==> config.mk <==
export PLATFORM = sky130hd
export DESIGN_NAME = rv_byte_packer
export DESIGN_NICKNAME = d
export VERILOG_FILES = /design/src/rtl/rv_pack_pkg.sv /design/src/rtl/rv_byte_packer.sv
export SDC_FILE = /design/constraint.sdc
export NUM_CORES = 1
export LEC_CHECK = 0
export ABC_AREA = 1
export BUFFER_PORTS_ARGS = -buffer_cell sky130_fd_sc_hd__buf_4
export CORE_MARGIN = 8
export CORE_UTILIZATION = 56
export CTS_CLUSTER_DIAMETER = 30
export CTS_CLUSTER_SIZE = 30
export DETAILED_ROUTE_END_ITERATION = 16
export PLACE_DENSITY = 0.79
export REMOVE_ABC_BUFFERS = 1
export SYNTH_ARGS = -nofsm -noshare
export SYNTH_HDL_FRONTEND = slang
export SYNTH_SLANG_ARGS = --single-unit
==> constraint.sdc <==
create_clock -name clock_port -period 1.7 [get_ports clock_port]
set_input_delay 0.085 -clock clock_port [delete_from_list [all_inputs] [get_ports clock_port]]
set_output_delay 0.085 -clock clock_port [all_outputs]
set_load 0.1 [all_outputs]
==> src/rtl/rv_pack_pkg.sv <==
// Shared defaults and types for the byte packer.
package rv_pack_pkg;

  localparam int unsigned PACK_DATA_WIDTH = 8;
  localparam int unsigned PACK_LANES      = 4;
  localparam int unsigned PACK_FILL_W     = (PACK_LANES > 1) ? $clog2(PACK_LANES) : 1;

  typedef logic [PACK_LANES-1:0]  keep_t;
  typedef logic [PACK_FILL_W-1:0] fill_t;

endpackage

==> src/rtl/rv_byte_packer.sv <==
// Packs a stream of bytes into LANES-wide words with keep mask and last flag.
// A word closes when the top lane fills or a byte arrives flagged last; the
// output register is reloaded in the same cycle it is drained, so a full
// stream runs at one byte per clock when downstream is always ready.
module rv_byte_packer
  import rv_pack_pkg::*;
#(
  parameter int unsigned DATA_WIDTH = PACK_DATA_WIDTH,
  parameter int unsigned LANES      = PACK_LANES
) (
  input  logic                          clock_port,
  input  logic                          reset_port,
  input  logic [DATA_WIDTH-1:0]         input_port_data,
  input  logic                          input_port_valid,
  input  logic                          input_port_last,
  output logic                          input_port_ready,
  output logic [DATA_WIDTH*LANES-1:0]   output_port_data,
  output logic [LANES-1:0]              output_port_keep,
  output logic                          output_port_last,
  output logic                          output_port_valid,
  input  logic                          output_port_ready
);

  localparam int unsigned FILL_W = (LANES > 1) ? $clog2(LANES) : 1;
  localparam int unsigned WORD_W = DATA_WIDTH * LANES;
  localparam logic [FILL_W-1:0] LAST_LANE = FILL_W'(LANES - 1);

  logic [FILL_W-1:0] fill_q, fill_d;
  logic [WORD_W-1:0] acc_q, acc_d;
  logic [WORD_W-1:0] out_data_q, out_data_d;
  logic [LANES-1:0]  out_keep_q, out_keep_d;
  logic              out_last_q, out_last_d;
  logic              out_valid_q, out_valid_d;

  logic              in_ready;
  logic              in_fire;
  logic              complete;
  logic [WORD_W-1:0] word;
  logic [LANES-1:0]  keep;

  // Ready only depends on whether the output register is free or draining.
  assign in_ready = reset_port & (~out_valid_q | output_port_ready);

  // Merge the incoming byte into the accumulator and decide word completion.
  always_comb begin
    fill_d      = fill_q;
    acc_d       = acc_q;
    out_data_d  = out_data_q;
    out_keep_d  = out_keep_q;
    out_last_d  = out_last_q;
    out_valid_d = out_valid_q;
    word        = acc_q;
    keep        = '0;

    in_fire  = input_port_valid & in_ready;
    complete = in_fire & (input_port_last | (fill_q == LAST_LANE));

    for (int i = 0; i < LANES; i++) begin
      if (FILL_W'(i) == fill_q) word[i*DATA_WIDTH +: DATA_WIDTH] = input_port_data;
      keep[i] = (FILL_W'(i) <= fill_q);
    end

    if (out_valid_q & output_port_ready) out_valid_d = 1'b0;

    if (in_fire) begin
      if (complete) begin
        // Unfilled lanes are already zero because the accumulator clears on every completion.
        fill_d      = '0;
        acc_d       = '0;
        out_data_d  = word;
        out_keep_d  = keep;
        out_last_d  = input_port_last;
        out_valid_d = 1'b1;
      end else begin
        fill_d = fill_q + FILL_W'(1);
        acc_d  = word;
      end
    end
  end

  // State registers with synchronous active-low reset.
  always_ff @(posedge clock_port) begin
    if (!reset_port) begin
      fill_q      <= '0;
      acc_q       <= '0;
      out_data_q  <= '0;
      out_keep_q  <= '0;
      out_last_q  <= 1'b0;
      out_valid_q <= 1'b0;
    end else begin
      fill_q      <= fill_d;
      acc_q       <= acc_d;
      out_data_q  <= out_data_d;
      out_keep_q  <= out_keep_d;
      out_last_q  <= out_last_d;
      out_valid_q <= out_valid_d;
    end
  end

  // Outputs read as zero for the whole time reset is held, not just after its first edge.
  assign input_port_ready  = in_ready;
  assign output_port_data  = reset_port ? out_data_q : '0;
  assign output_port_keep  = reset_port ? out_keep_q : '0;
  assign output_port_last  = reset_port & out_last_q;
  assign output_port_valid = reset_port & out_valid_q;

endmodule

# Yosys cells after proc, flatten, opt, wreduce, memory -nomap -nowiden
# Cells that the tools add are included.
# W data, S select, Z words.
# op_classes
n_addsub	1
magnitude_cmp	4
eq_ne	4
n_mux	11
bitwise_logic	9
n_reduce_logical	2
# op_table
operator	n
$mux W32	2
$mux W8	4
$and A1 B1 Y1	6
$eq A2 B2 Y1 const A	2
$le A1 B2 Y1 const A	2
$le A2 B2 Y1 const A	2
$mux W4	1
$mux W1	3
$add A2 B1 Y2 const B	1
$eq A1 B2 Y1 const A	1
$eq A2 B2 Y1 const B	1
$logic_not A2 Y1	1
$mux W2	1
$or A1 B1 Y1	2
$reduce_and A2 Y1	1
$not A1 Y1	1
# word_totals
register_bits	72
word_cells	37

# Longest topological paths before layout
# Gate-level depths: netlist (run 1).
# logic_depth
ltp_word	7
mapped_depth	9
depth_no_buf	8

# Least setup slack after synthesis (run 1)
# No wires, ideal clock.
# synth_timing
path_type	input -> output
from	input reset_port
to	output input_port_ready
arrival_time_ns	1.947
path_slack_ns	-0.332
stages	4
n_path_buf	2
cell_sequence	buf_2 > inv_1 > clkbuf_1 > a21oi_1
# synth_between
elab_chain_len	1
# synth_lines
element	line	text
from (decl)	rv_byte_packer.sv:12	input logic reset_port,
$and A1 B1 Y1	rv_byte_packer.sv:42	assign in_ready = reset_port & (~out_valid_q | output_port_ready);
to (decl)	rv_byte_packer.sv:16	output logic input_port_ready,
# Every way passes these cells.

# Worst setup path after layout (run 1)
# layout_timing
from	register fill_q[0]
to	register out_keep_q[2]
# layout_between
elab_chain_len	4
# layout_lines
element	line	text
from (decl)	rv_byte_packer.sv:28	logic [FILL_W-1:0] fill_q, fill_d;
from (signal assigned)	rv_byte_packer.sv:91	fill_q <= fill_d;
$eq A2 B2 Y1	rv_byte_packer.sv:56	complete = in_fire & (input_port_last | (fill_q == LAST_LANE));
$or A1 B1 Y1	rv_byte_packer.sv:56	
$and A1 B1 Y1	rv_byte_packer.sv:56	
$reduce_and A2 Y1 (no line)	-	
to (signal assigned)	rv_byte_packer.sv:94	out_keep_q <= out_keep_d;
to (decl)	rv_byte_packer.sv:31	logic [LANES-1:0] out_keep_q, out_keep_d;
# Parallel ways exist; a longest one is shown, timed or not.
# A chain may end at the register's enable or synchronous reset.

==> metrics.txt, run 1 <==
final antenna-violating net count 0; layout cell share with drive strength beyond 1 15.9%; crit path launch type register; drt first pass iters 4; area added between synthesis and finish 18.7%; TritonCTS clock tree done; Clock Skew 0.00446 ns; core area 5820 µm²; crit end category register; outcome finished, final reports clean; Yosys Warn Count 0; Nets 548; synth unique cells 21; largest net degree at the start of global routing 56; grt ovf 0; IO Pins 52; final std cells w/o fill 610; Critical Path Slowest Stage Cell dfxtp_1; vias in the first global route 2,725; CTS Buffer Depth 2; Iter 0 DRT Violations 197; Yosys reg bits 72; Placer Congestion 0.807; post-CTS setup buffer count 0; Max Slew Vio Count 0; post-DR vias/cell about 5; Max-Slew Margin vs Limit 77.6%; Leakage 2.07 nW; Final TNS setup 0 ns; input/output buffers 51; initial antenna violation count 0; Pwr Total 3.95 mW; Slowest Stage Delay on Critical Path 0.42 ns; Tot GR Track Use between 15 and 20%; Clock Latency Late Sink 0.34 ns; Fmax 644 MHz; part of the cycle the worst path needs 91.3%; post-synthesis sequential area ratio between 40% and 50%; Gate Count Post-Synth about 490; area of the multi-input gates ~1400 µm²; max-cap viol count 0; DRC Markers 0; htree depth 3; vias post-DR just under 3,000; n_diodes 0; first-pass GRT wire length 12,600 µm; Place WS 0.0757 ns; RSZ-0062 raised after global routing false; final hold violations 0; die area around 8600 µm²; clk slew on worst S/H paths 0.07 ns; total CTS buffers 9; DRT Wirelength 7350 µm; Mapped Area between 3000 and 4000 µm²; peak supply drop about 570 µV; Final Setup Violations 0; initial core utilization 56.7%; post-layout min period 1.55 ns; worst slew pin tran 0.337 ns; FF+latch area 1440 µm²; Syn Area/Cell approximately 6.8 µm²; Hold WC Path Type in -> reg; root buf cell clkbuf_8; crit path cell chain inv_1, ha_2, or2_2, nor3_1, nor2_1; P per Cell Area approximately 1000 nW/µm²; chip height 92.8 µm; DIE WIDTH approximately 90 µm; Rows 28; worst path required time 1.93 ns; final worst slack about 0.15 ns; CP max FO 17; Worst EP arrival 1.78 ns; drt wl/cell 12.1 µm; DP Cell Count 594; clock sink count 72; Filler cells 545; crit path kind reg -> reg; placed wire-length estimate 5000 µm
==> final cells by class <==
cell class / count / area share [%]
inverter: 84 / 8.05
clock inverter: 3 / 1.02
timing repair buffer: 62 / 12.5
multi-input combinational: 301 / 35.2
clock buffer: 13 / 4.06
sequential: 72 / 36.8
tap: 75 / 2.40
==> per-stage QoR <==
step	utilization [%]	hold WS, ns	area, µm²
floorplan	-	0.211	3120
global placement	63.8	0.426	3710
detailed placement	63.8	0.429	3710
CTS	67.2	0.0623	3910
global route	67.4	0.0773	3920
finish	67.4	0.0794	3920
==> kinds of logic (layout without fill, tap and decap cells) <==
| kind of cell | after synthesis | in the layout | synth area share (%) |
|---|---|---|---|
| fa+ha+maj | 5 | 5 | 1.90 |
| compound gates | 90 | 90 | 13.7 |
| simple gates | 206 | 206 | 25.9 |
| flops | 72 | 72 | 43.7 |
| buf+inv | 114 | 162 | 14.9 |
==> cells in the mapped netlist <==
master    number  share of area, %
nand2_1      153                17
inv_1         83               9.4
dfxtp_1       72                44
o21ai_0       65               9.9
nor2_1        26               3.0
a21oi_1       21               3.2
buf_2         19               2.9
nor3_1        14               2.1
nand3_1        6              0.91
ha_1           5               1.9
buf_4          4              0.91
o21ai_1        4              0.61
buf_6          3               1.0
clkbuf_1       3              0.34
nand4_1        2              0.38
nor2_8         2               1.2
clkbuf_2       1              0.15
clkinv_1       1              0.11
nand2_2        1              0.19
nand3_4        1              0.53
or2_2          1              0.19
==> power breakdown <==
group / switching, mW / internal [mW] / leakage (nW) / total, mW
logic: 0.565 / 0.210 / 1.37 / 0.775
registers: 0.0320 / 1.78 / 0.589 / 1.82
clock network: 0.605 / 0.755 / 0.103 / 1.36
==> worst max-delay path: cells and delay by family, from the launching register on <==
family / cells / cell delay (ns)
AND/OR/NAND/NOR: 3 / 0.58
flip-flops: 1 / 0.42
adder cells (fa/ha/maj): 1 / 0.31
buffers and inverters: 1 / 0.14
==> layer usage <==
layer,routed length (µm),part of all wire [%],track usage [%],vias up
li1,-,-,-,1558
met4,159,2.2,8.59,0
met5,0,0,0,-
met2,3390,46,30.1,77
met1,3380,46,21.2,1321
met3,414,5.6,4.69,15
==> worst paths after layout <==
check	slack, ns	cells past startpoint	to	startpoint
min reg2reg	0.44	2	acc_q[30]	acc_q[30]
max	0.15	5	out_keep_q[2]	fill_q[0]
min	0.08	3	acc_q[0]	reset_port
max reg2reg	0.15	5	out_keep_q[2]	fill_q[0]
==> state kept, by name (all words and copies together), names as in the netlist <==
| signal | cells |
|---|---|
| out_data_q | 32 |
| acc_q | 32 |
| fill_q | 2 |
| out_keep_q | 4 |
| out_last_q | 1 |
| out_valid_q | 1 |
==> placed cells by master, fill, tap and decap left out <==
cell,count
nor2_8,2
ha_1,1
nand2_2,1
nand2_1,153
ha_2,4
nand3_1,6
o21ai_0,65
inv_1,83
nor2_1,26
bufinv_16,1
clkinv_1,1
clkinv_2,2
nand4_1,2
clkbuf_1,2
nand3_4,1
nor3_1,14
buf_4,60
buf_12,2
dfxtp_1,72
o21ai_1,4
clkbuf_8,11
a21oi_1,21
or2_2,1
==> what timing repair did <==
action / 4_1_cts / 5_1_grt
resized for setup: 0 / 4
hold buffers: 0 / 0
endpoints found under the setup margin: 0 / 27
No activity file was read; power rests on OpenSTA's default activity.
==> run 2, diff against run 1 <==
--- a/config.mk
+++ b/config.mk
@@ -7,12 +7,13 @@
 export LEC_CHECK = 0
 export ABC_AREA = 1
 export BUFFER_PORTS_ARGS = -buffer_cell sky130_fd_sc_hd__buf_4
+export CORE_ASPECT_RATIO = 1.25
 export CORE_MARGIN = 8
 export CORE_UTILIZATION = 56
 export CTS_CLUSTER_DIAMETER = 30
 export CTS_CLUSTER_SIZE = 30
 export DETAILED_ROUTE_END_ITERATION = 16
-export PLACE_DENSITY = 0.79
+export PLACE_DENSITY = 0.9
 export REMOVE_ABC_BUFFERS = 1
 export SYNTH_ARGS = -nofsm -noshare
 export SYNTH_HDL_FRONTEND = slang
==> run 2 against run 1 <==
Effect of this change: sequential share of layout area increased by 0.27 points; utilization increased by 0.38 points; clock power decreased by 13%; cell area decreased by 0.73%; critical endpoint is now out_data_q[8]; flip-flop and latch count unchanged; routed wire length increased by 5.8%; cell count decreased by 1.6%; via count increased by 4.0%; global-route usage increased by 0.34 points; sequential power about the same; hold slack improved by 0.011 ns.
==> metrics.txt, run 2 (same netlist as run 1, synthesis figures left out) <==
Final TNS setup 0 ns (unchanged); core area 5740 µm² (was 5820 µm²); met2 usage 33.3% (was 30.1%); root buf cell clkbuf_8 (unchanged); post-DR vias/cell 5.15 (was 4.87); Post-Place Cell Area 3710 µm² (about the same); clk slew on worst S/H paths 0.07 ns (about the same); busiest metal layer after global routing met2 (unchanged); RSZ-0062 raised after global routing false (unchanged); TritonCTS clock tree done (unchanged); Clock Skew 0.00548 ns (was 0.00446 ns); Final Setup Violations 0 (unchanged); most frequent cells in the layout 153 x nand2_1, 83 x inv_1, 72 x dfxtp_1, 65 x o21ai_0, 57 x buf_4 (was 153 x nand2_1, 83 x inv_1, 72 x dfxtp_1, 65 x o21ai_0, 60 x buf_4); htree depth 3 (unchanged); layout cell share with drive strength beyond 1 15.4% (was 15.9%); Fmax 663 MHz (was 644 MHz); Clock Latency Late Sink 0.34 ns (about the same); final std cells w/o fill 600 (was 610); input/output buffers 51 (unchanged); DRT Wirelength 7780 µm (was 7350 µm); vias post-DR 3,090 (was 2,971); Nets 547 (was 548); area added between synthesis and finish 17.9% (was 18.7%); drt wl/cell 13.0 µm (was 12.1 µm); total CTS buffers 9 (unchanged); M3 GR Usage 4.67% (was 4.69%); crit end category register (unchanged); chip height 102 µm (was 92.8 µm); CTS Buffer Depth 2 (unchanged); Hold WC Path Type in -> reg (unchanged); worst slew pin tran 0.353 ns (was 0.337 ns); DRC Markers 0 (unchanged); drt first pass iters 5 (was 4); Tot GR Track Use 18.4% (was 18.1%); worst path required time 1.97 ns (was 1.93 ns); clock sink count 72 (unchanged); n_diodes 0 (unchanged); reg-to-reg slack, setup 0.19 ns (was 0.15 ns); final hold violations 0 (unchanged); Leakage 2.05 nW (was 2.07 nW); Max Slew Vio Count 0 (unchanged); Worst EP arrival 1.78 ns (about the same); crit path launch type register (unchanged); P per Cell Area 974 nW/µm² (was 1010 nW/µm²); crit path kind reg -> reg (unchanged); first-pass GRT wire length 12,800 µm (was 12,600 µm); most common cell after layout, fill and taps aside nand2_1 (unchanged); max-cap viol count 0 (unchanged); post-layout min period 1.51 ns (was 1.55 ns); initial antenna violation count 0 (unchanged); placed wire-length estimate 5240 µm (was 5000 µm); Iter 0 DRT Violations 270 (was 197); CP max FO 43 (was 17); DIE WIDTH 84.7 µm (was 92.8 µm); die area 8620 µm² (was 8600 µm²); initial core utilization 57.5% (was 56.7%); Rows 31 (was 28); Max-Slew Margin vs Limit 76.5% (was 77.6%); DP Cell Count 584 (was 594); Finished Core Util 67.7% (was 67.4%); peak supply drop 669 µV (was 572 µV); GR Layer Usage met1 19.4% (was 21.2%); outcome finished, final reports clean (unchanged); vias in the first global route 2,934 (was 2,725); largest net degree at the start of global routing 44 (was 56); IO Pins 52 (unchanged); Placer Congestion 0.795 (was 0.807); part of the cycle the worst path needs 88.8% (was 91.3%); final antenna-violating net count 0 (unchanged); grt ovf 0 (unchanged); largest registers acc_q (32), out_data_q (32), out_keep_q (4) (unchanged); Post-Layout Inst Area 3890 µm² (was 3920 µm²)
[run 2: changes by cell type in the layout (fill, tap and decap cells not counted), sizes merged]
cell / delta
buf: -1
bufinv: -1
clkinvlp: +1
[run 2: timing repair]
item	4_1_cts	5_1_grt
setup buffers	0	0
gates resized for setup	0	3
hold buffers	0	0
endpoints found under the setup margin	0	6
[run 2: metal layers]
| layer | wire (µm) | up-vias |
|---|---|---|
| met5 | 0 | - |
| met4 | 168 | 0 |
| met3 | 569 | 23 |
| met2 | 3970 | 116 |
| met1 | 3070 | 1389 |
| li1 | - | 1562 |
[run 2: critical path, stage by stage (launching register included)]
cell and delay [ns]:
dfxtp_1 0.41, ha_1 0.40, nor2_8 0.07, nor2_8 0.15, buf_12 0.21, nand2_1 0.09, o21ai_0 0.09
[run 2: through the flow]
step	power (mW)	hold slack [ns]	setup slack (ns)
2_1_floorplan	2.39	0.211	-0.187
3_3_place_gp	2.60	0.426	0.197
3_5_place_dp	2.63	0.431	0.131
4_1_cts	3.79	0.0782	0.129
5_1_grt	3.95	0.0919	0.119
6_report	3.79	0.0909	0.191
[run 2: report_power, final]
part	switching [mW]	total (mW)	leakage, nW	internal (mW)
sequential	0.0338	1.82	0.589	1.78
clock	0.611	1.18	0.0834	0.567
combinational	0.575	0.790	1.38	0.215
[run 2: cell type report]
class / instances / area [µm²]
Fill cell: 471 / 1850
Clock inverter: 3 / 17.5
Tap cell: 66 / 82.6
Sequential cell: 72 / 1440
Clock buffer: 13 / 149
Timing Repair Buffer: 61 / 508
Inverter: 84 / 315
Multi-Input combinational cell: 301 / 1380
[run 2: worst paths after layout]
| path | start | end | depth (start not counted) |
|---|---|---|---|
| worst max register to register | fill_q[1] | out_data_q[8] | 6 |
| worst min-delay path | input_port_data[2] | out_data_q[26] | 5 |
| worst max-delay path | fill_q[1] | out_data_q[8] | 6 |
| worst min register to register | acc_q[31] | acc_q[31] | 2 |
==> run 3, diff against run 2 <==
--- a/config.mk
+++ b/config.mk
@@ -13,7 +13,8 @@
 export CTS_CLUSTER_DIAMETER = 30
 export CTS_CLUSTER_SIZE = 30
 export DETAILED_ROUTE_END_ITERATION = 16
-export PLACE_DENSITY = 0.9
+export GPL_TIMING_DRIVEN = 0
+export PLACE_DENSITY = 0.78
 export REMOVE_ABC_BUFFERS = 1
 export SYNTH_ARGS = -nofsm -noshare
 export SYNTH_HDL_FRONTEND = slang
==> run 3 against run 2 <==
Effect of this change: hold slack worse by 0.015 ns; critical path type unchanged; utilization is 0.61 points higher; non-clock buffer count unchanged; critical endpoint is now out_data_q[30].
==> metrics.txt, run 3 (same netlist as run 1, synthesis figures left out) <==
outcome finished, final reports clean (unchanged); area added between synthesis and finish 18.9% (was 17.9%); max-cap viol count 0 (unchanged); CP max FO 27 (was 43); most common cell after layout, fill and taps aside nand2_1 (unchanged); reg-to-reg slack, setup 0.12 ns (was 0.19 ns); peak supply drop 742 µV (was 669 µV); initial core utilization 57.5% (unchanged); core area 5740 µm² (unchanged); Worst R2R Start out_valid_q (was fill_q[1]); critical path startpoint out_valid_q (was fill_q[1]); NetSw 1.23 mW (was 1.22 mW); Clock Skew 0.00523 ns (was 0.00548 ns); layout cell share with drive strength beyond 1 16.5% (was 15.4%); Hold WC Path Type in -> reg (unchanged); crit end category register (unchanged); vias post-DR 3,156 (was 3,090); DIE WIDTH 84.7 µm (unchanged); post-layout min period 1.58 ns (was 1.51 ns); vias in the first global route 2,983 (was 2,934); DRC Markers 0 (unchanged); first-pass GRT wire length 13,700 µm (was 12,800 µm); crit path kind reg -> reg (unchanged); clk slew on worst S/H paths 0.07 ns (about the same); Placer Congestion 0.749 (was 0.795); n_diodes 0 (unchanged); Fmax 633 MHz (was 663 MHz); final std cells w/o fill 605 (was 600); die area 8620 µm² (unchanged); Flop pwr share 47.5% (was 48.0%); Final Setup Violations 0 (unchanged); worst path required time 1.96 ns (was 1.97 ns); P per Cell Area 976 nW/µm² (was 974 nW/µm²); IO Pins 52 (unchanged); grt ovf 0 (unchanged); RSZ-0062 raised after global routing false (unchanged); worst slew pin tran 0.587 ns (was 0.353 ns); final antenna-violating net count 0 (unchanged); Max-Slew Margin vs Limit 60.8% (was 76.5%); most frequent cells in the layout 153 x nand2_1, 82 x inv_1, 72 x dfxtp_1, 65 x o21ai_0, 59 x buf_4 (was 153 x nand2_1, 83 x inv_1, 72 x dfxtp_1, 65 x o21ai_0, 57 x buf_4); htree depth 3 (unchanged); Hold Path Origin input_port_data[4] (was input_port_data[2]); post-DR vias/cell 5.22 (was 5.15); Rows 31 (unchanged); Place WS -0.692 ns (was 0.131 ns); Nets 553 (was 547); Pint 2.60 mW (was 2.57 mW); drt first pass iters 5 (unchanged); final worst slack 0.121 ns (was 0.191 ns); placed wire-length estimate 4310 µm (was 5240 µm); Worst EP arrival 1.84 ns (was 1.78 ns); largest net degree at the start of global routing 63 (was 44); DP Cell Count 574 (was 584); Tot GR Track Use 20.0% (was 18.4%); final hold violations 0 (unchanged); Leakage 2.05 nW (about the same); Pwr Total 3.83 mW (was 3.79 mW); clock sink count 72 (unchanged); input/output buffers 51 (unchanged); CTS Buffer Depth 2 (unchanged); drt wl/cell 13.9 µm (was 13.0 µm); Hold-fix buffers, CTS 0 (unchanged); DRT Wirelength 8390 µm (was 7780 µm); chip height 102 µm (unchanged); TritonCTS clock tree done (unchanged); Clock Latency Late Sink 0.35 ns (was 0.34 ns); switching share of power 32.2% (about the same); root buf cell clkbuf_8 (unchanged); part of the cycle the worst path needs 92.9% (was 88.8%); total CTS buffers 9 (unchanged); largest registers acc_q (32), out_data_q (32), out_keep_q (4) (unchanged); initial antenna violation count 0 (unchanged); crit path launch type register (unchanged); Max Slew Vio Count 0 (unchanged); Iter 0 DRT Violations 241 (was 270); Comb pwr share 21.0% (was 20.9%); clock power share 31.5% (was 31.1%)
-- run 3: cell count changes in the layout (fill, tap and decap cells not counted), sizes merged --
cell      previous run  this run
inv                 83        82
clkbuf              13        15
nor2                28        32
nand3                7         8
clkinvlp             1         2
clkinv               3         1
-- run 3: per-stage QoR --
step                area (µm²)  hold slack (ns)  TNS (ns)  util [%]
floorplan                 3120            0.211     -2.79         -
global placement          3590            0.425    -29.04      62.5
detailed placement        3590            0.432    -30.17      62.5
CTS                       3880           0.0811         0      67.6
global route              3920            0.105         0      68.4
finish                    3920           0.0763         0      68.4
-- run 3: final timing paths --
path | end | cells past startpoint
hold reg to reg | acc_q[31] | 2
hold / removal | out_data_q[28] | 5
setup / recovery | out_data_q[30] | 6
setup reg to reg | out_data_q[30] | 6
-- run 3: critical path: stages (launching register included) --
cell and delay [ns]:
dfxtp_1 0.33, nand2_2 0.17, nand3_4 0.39, nor2_4 0.26, buf_6 0.18, nand2_1 0.06, o21ai_0 0.09
-- run 3: what timing repair did --
action	in CTS	in global routing
pin swaps	6	3
gates cloned	6	0
buffers inserted	7	3
gates resized for setup	5	5
endpoints found under the setup margin	69	56
-- run 3: routing by layer --
layer  vias to the layer above  track usage, %  part of all wire, %
met5                         -               0                    0
met1                      1432            21.9                   40
li1                       1578               -                    -
met4                         0            9.75                  2.8
met3                        25            5.87                  6.7
met2                       121            34.7                   50
-- run 3: cell type report --
class / count / area [µm²]
multi-input combinational: 306 / 1440
inverter: 84 / 320
tap: 66 / 82.6
timing repair inverter: 1 / 5.00
sequential: 72 / 1440
clock buffer: 15 / 166
fill: 495 / 1820
timing repair buffer: 61 / 465
-- run 3: power by group through the flow --
| stage | logic (mW) | registers [mW] | clock network [mW] |
|---|---|---|---|
| after global routing | 0.876 | 1.83 | 1.29 |
| after floorplan | 0.545 | 1.85 | 0 |
| final | 0.805 | 1.82 | 1.21 |
| after detailed placement | 0.732 | 1.85 | 0 |
| after CTS | 0.782 | 1.82 | 1.21 |
| after global placement | 0.716 | 1.85 | 0 |
